==> src/rtl/alu_pkg.sv <==
// Opcodes, status-flag indices and the multiplier sequencer state encoding,
// shared by the 16-bit ALU and the blocks that drive it.
package alu_pkg;

  localparam logic [4:0] ALU_NOP = 5'b00000;
  localparam logic [4:0] ALU_ADD = 5'b00100;
  localparam logic [4:0] ALU_RCR = 5'b10111;

  // Bit positions inside alu_status {CF,ZF,NF,VF,PF,AF}
  localparam int CF = 5;
  localparam int ZF = 4;
  localparam int NF = 3;
  localparam int VF = 2;
  localparam int PF = 1;
  localparam int AF = 0;

  typedef enum logic [2:0] {
    ST_IDLE   = 3'd0,
    ST_ADD    = 3'd1,
    ST_RCR_HI = 3'd2,
    ST_RCR_LO = 3'd3,
    ST_DONE   = 3'd4
  } mul_state_e;

endpackage

==> src/rtl/alu_mul_seq.sv <==
// 16x16 unsigned shift-add multiplier that borrows the shared ALU: each of the
// 16 iterations is ADD, RCR of P_hi, RCR of P_lo, so latency never depends on data.
module alu_mul_seq
  import alu_pkg::*;
#(
  parameter int CF_BIT = CF
) (
  input  logic        clk,
  input  logic        rst,
  input  logic        in_valid,
  output logic        in_ready,
  input  logic [15:0] in_a,
  input  logic [15:0] in_b,
  output logic        out_valid,
  input  logic        out_ready,
  output logic [31:0] out_product,
  output logic        out_zero,
  output logic        busy,
  output logic [4:0]  alu_f,
  output logic [15:0] alu_a,
  output logic [15:0] alu_b,
  output logic        alu_cin,
  input  logic [15:0] alu_result,
  input  logic [5:0]  alu_status
);

  mul_state_e  state;
  logic [15:0] m, p_hi, p_lo;
  logic        c;
  logic [3:0]  cnt;
  logic        zero_q;

  // Only the carry flag feeds the datapath.
  logic unused_status;
  assign unused_status = ^{alu_status[5:0]};

  assign in_ready    = (state == ST_IDLE);
  assign out_valid   = (state == ST_DONE);
  assign busy        = (state != ST_IDLE);
  assign out_product = {p_hi, p_lo};
  assign out_zero    = zero_q;

  always_comb begin
    alu_f   = ALU_NOP;
    alu_a   = 16'h0000;
    alu_b   = 16'h0000;
    alu_cin = 1'b0;
    case (state)
      ST_ADD: begin
        alu_f = ALU_ADD;
        alu_a = p_hi;
        alu_b = p_lo[0] ? m : 16'h0000;
      end
      ST_RCR_HI: begin
        alu_f   = ALU_RCR;
        alu_a   = p_hi;
        alu_cin = c;
      end
      ST_RCR_LO: begin
        alu_f   = ALU_RCR;
        alu_a   = p_lo;
        alu_cin = c;
      end
      default: ;
    endcase
  end

  always_ff @(posedge clk or posedge rst) begin
    if (rst) begin
      state  <= ST_IDLE;
      m      <= '0;
      p_hi   <= '0;
      p_lo   <= '0;
      c      <= 1'b0;
      cnt    <= '0;
      zero_q <= 1'b0;
    end else begin
      case (state)
        ST_IDLE: if (in_valid) begin
          m     <= in_a;
          p_lo  <= in_b;
          p_hi  <= '0;
          c     <= 1'b0;
          cnt   <= '0;
          state <= ST_ADD;
        end
        ST_ADD: begin
          p_hi  <= alu_result;
          c     <= alu_status[CF_BIT];
          state <= ST_RCR_HI;
        end
        ST_RCR_HI: begin
          p_hi  <= alu_result;
          c     <= alu_status[CF_BIT];
          state <= ST_RCR_LO;
        end
        ST_RCR_LO: begin
          p_lo <= alu_result;
          c    <= 1'b0;
          if (cnt == 4'd15) begin
            // Final product is {p_hi, alu_result}; flag it while it lands.
            zero_q <= ({p_hi, alu_result} == 32'h0);
            state  <= ST_DONE;
          end else begin
            cnt   <= cnt + 4'd1;
            state <= ST_ADD;
          end
        end
        ST_DONE: if (out_ready) state <= ST_IDLE;
        default: state <= ST_IDLE;
      endcase
    end
  end

endmodule

==> config.mk <==
export PLATFORM = sky130hd
export DESIGN_NAME = alu_mul_seq
export DESIGN_NICKNAME = d
export VERILOG_FILES = /design/src/rtl/alu_pkg.sv /design/src/rtl/alu_mul_seq.sv
export SDC_FILE = /design/constraint.sdc
export NUM_CORES = 1
export LEC_CHECK = 0
export CAP_MARGIN = 20
export CORE_MARGIN = 4
export CORE_UTILIZATION = 50
export DETAILED_ROUTE_END_ITERATION = 10
export DONT_BUFFER_PORTS = 1
export PLACE_DENSITY_LB_ADDON = 0.1
export SYNTH_ARGS = -nofsm -noshare
export SYNTH_HDL_FRONTEND = slang
export SYNTH_SLANG_ARGS = --single-unit
==> constraint.sdc <==
create_clock -name clk -period 2.05 [get_ports clk]
set_clock_uncertainty 0.15 [all_clocks]
set_input_delay 0.205 -clock clk [delete_from_list [all_inputs] [get_ports clk]]
set_output_delay 0.205 -clock clk [all_outputs]
set_load 0.05 [all_outputs]
==> flow_summary_export.csv <==
group,metric,value,unit
setup_path,endpoint,"alu_a[10]",
finish,area_delta_synth_final,71.7,%
setup_path,r2r_end,"p_lo[9]",
drt,vias_per_cell,6.68,
floorplanning,boundaryPins,132,
grt,grt_first_pass_wirelength,15100,um
setup_path,reg2reg_depth,5,
floorplanning,fp-row-count,26,
outcome,status,"finished, violations left",
synthesis,yosysUniqueCellTypes,38,
synthesis,yosysTopAreaCell,"dfrtp_1",
placement,place_congestion,0.754,
clock_tree,htree_levels,3,
synthesis,yosys_register_bits,57,
drt,ant_nets,0,
finish,n_fill_cell,167,
clock_tree,root_buffer,"clkbuf_8",
drt,wirelength_met1,4380,um
grt,track_usage,30.4,%
setup_path,worstSetupEndpointType,"primary output",
clock_tree,numCtsBuffers,9,
finish,final_cell_area,0.00478,sq mm
sta,fin_crit_sh,104,%
placement,portBuffers,0,
hold_path,hold_path_class,"input pin to register",
floorplanning,die_width,82.6,um
floorplanning,dieArea,0.00683,sq mm
outcome,violations,"setup timing",
sta,grt_setup_unrepaired,"yes",
sta,hold_viol,0,
grt,first_global_vias,2933,
synthesis,seq_area_frac_synth,51.2,%
synthesis,synth_flop_cell,"dfrtp_1",
finish,drive_above_1_share,39.8,%
grt,antenna_found_initial,1,
synthesis,yosys_warnings,0,
setup_path,arrival,1.78,ns
drt,dr.first_iter.drc_count,324,
sta,setup_violations,20,
synthesis,synth_edf_count,0,
clock_tree,clockBufferDepth,2,
sta,max_freq,468,MHz
sta,tns,-0.502,ns
synthesis,yosys.area.top_type_share,51.2,%
drt,wl_met3,1250,um
setup_path,path_class,"register to primary output",
drt,drc,0,
placement,hpwl,5740,um
placement,placedInstanceArea,0.00377,sq mm
finish,multi_input_area,0.00136,sq mm
drt,dr_total_vias,3026,
floorplanning,core_area,0.00524,sq mm
floorplanning,initial_utilization,53.2,%
synthesis,syn_area,0.00279,sq mm
setup_path,timing.rr.start,"state[0]",
setup_path,cp.required,1.69,ns
synthesis,synth_area_leaders,"dfrtp_1, a22o_1, mux2_2",
sta,slew_headroom,61.4,%
placement,place_inst,369,
synthesis,async_flop_share,100,%
grt,grt_max_degree,34,
run,cap_violations,0,
finish,final_cells,453,
clock_tree,cts.sinks,57,
sta,setup_ws,-0.0890,ns
setup_path,r2r_slack,0.03,ns
sta,maxSlewViolCount,0,
synthesis,synthesis.nets,302,
finish,seqCellArea,0.00143,sq mm
synthesis,synthCells,243,
grt,grt-ovfl-total,0,
clock_tree,cts.reportedPaths.clkPinSlew,0.06,ns
clock_tree,clkLatencyLatePin,0.34,ns
drt,first_pass_iters,5,
setup_path,crit_fanout,7,
finish,fin_nets,439,
finish,layout_commonest_cell,"buf_4",
sta,period_minus_slack,2.14,ns
setup_path,startpoint_type,"register",
sta,whs,0.0210,ns
sta,tightestPinTransition,0.578,ns
drt,highest_layer,"met4",
drt,post_drt_wl_per_cell,28.4,um
drt,routed_wl,12900,um
floorplanning,die_h,82.6,um
finish,final_cell_mix,"buf_4, dfrtp_1, dlygate4sd3_1",
setup_path,crit_start,"state[1]",
drt,wl_met2,6520,um
clock_tree,cts_tree,"done",
synthesis,avgSynthCellArea,11.5,sq um
## flip-flops by register name (all words and copies together), names as in the netlist
register	count
m	16
p_hi	16
p_lo	16
cnt	4
state	3
c	1
out_zero	1
## metal layers
metal	vias to the layer above	track usage [%]
li1	1167	-
met4	0	15.2
met1	1496	33.5
met5	-	0
met2	290	54.4
met3	73	7.16
## logic make-up after synthesis
family                     Yosys count  synth area share (%)
AOI/OAI and AO/OA                   60                  16.4
xor gates and xnor gates             1                 0.315
adders and majority gates            1                 0.449
buffers and inverters               24                  5.53
DFF                                 57                  51.2
muxes                               34                  13.0
other                                1                 0.135
and+or+nand+nor                     65                  13.0
## what timing repair did
item                                   CTS  global route
gates resized for setup                  5            20
setup endpoints to repair               32            31
hold buffers                            51             0
endpoints found under the hold margin   75             0
pin swaps                                1            14
gates cloned                             1             3
setup buffers                            6             9
## cell type report
type | count | share of cell area [%]
Clock inverter | 1 | 0.105
Timing Repair Buffer | 147 | 36.3
Tap cell | 70 | 1.83
Inverter | 3 | 0.236
Clock buffer | 12 | 3.04
Multi-Input combinational cell | 162 | 28.5
Antenna cell | 1 | 0.0523
Sequential cell | 57 | 29.9
## cell usage after synthesis (2+ instances only)
cell type,instances
dfrtp_1,57
a22o_1,31
nand2_1,19
and2_1,17
mux2_2,17
mux2i_1,17
o21ai_1,16
nor4_1,8
buf_4,7
buf_2,6
nor3_1,5
buf_6,4
clkbuf_1,4
nor2_1,4
inv_1,3
a21oi_1,2
nand3_1,2
nand3b_1,2
nand4_1,2
o21ai_0,2
## worst min-delay path by stage
stage                         start       end  slack [ns]  depth (start not counted)
final                      in_valid  state[0]        0.02                          3
after global routing       in_valid  state[0]        0.02                          3
after CTS                  in_valid  state[0]        0.01                          3
after detailed placement        rst      m[0]        0.02                          1
after global placement          rst      m[0]        0.01                          1
after floorplan           out_ready  state[2]        0.14                          1
## through the flow
stage / setup slack [ns] / utilization [%]
floorplan: -0.0213 / -
global placement: 0.220 / 72.0
detailed placement: 0.181 / 72.0
CTS: 0.00342 / 86.3
global route: -0.106 / 91.3
finish: -0.0890 / 91.3
## worst max-delay path, cell delays in order, from the launching register on
cell       delay (ns)
dfrtp_2          0.47
xnor2_2          0.18
nor2_4           0.24
clkbuf_16        0.21
a22o_1           0.19
buf_12           0.15
Power is not shown: default switching activity piles up to over one toggle a cycle in this logic, so the estimate is an artifact.
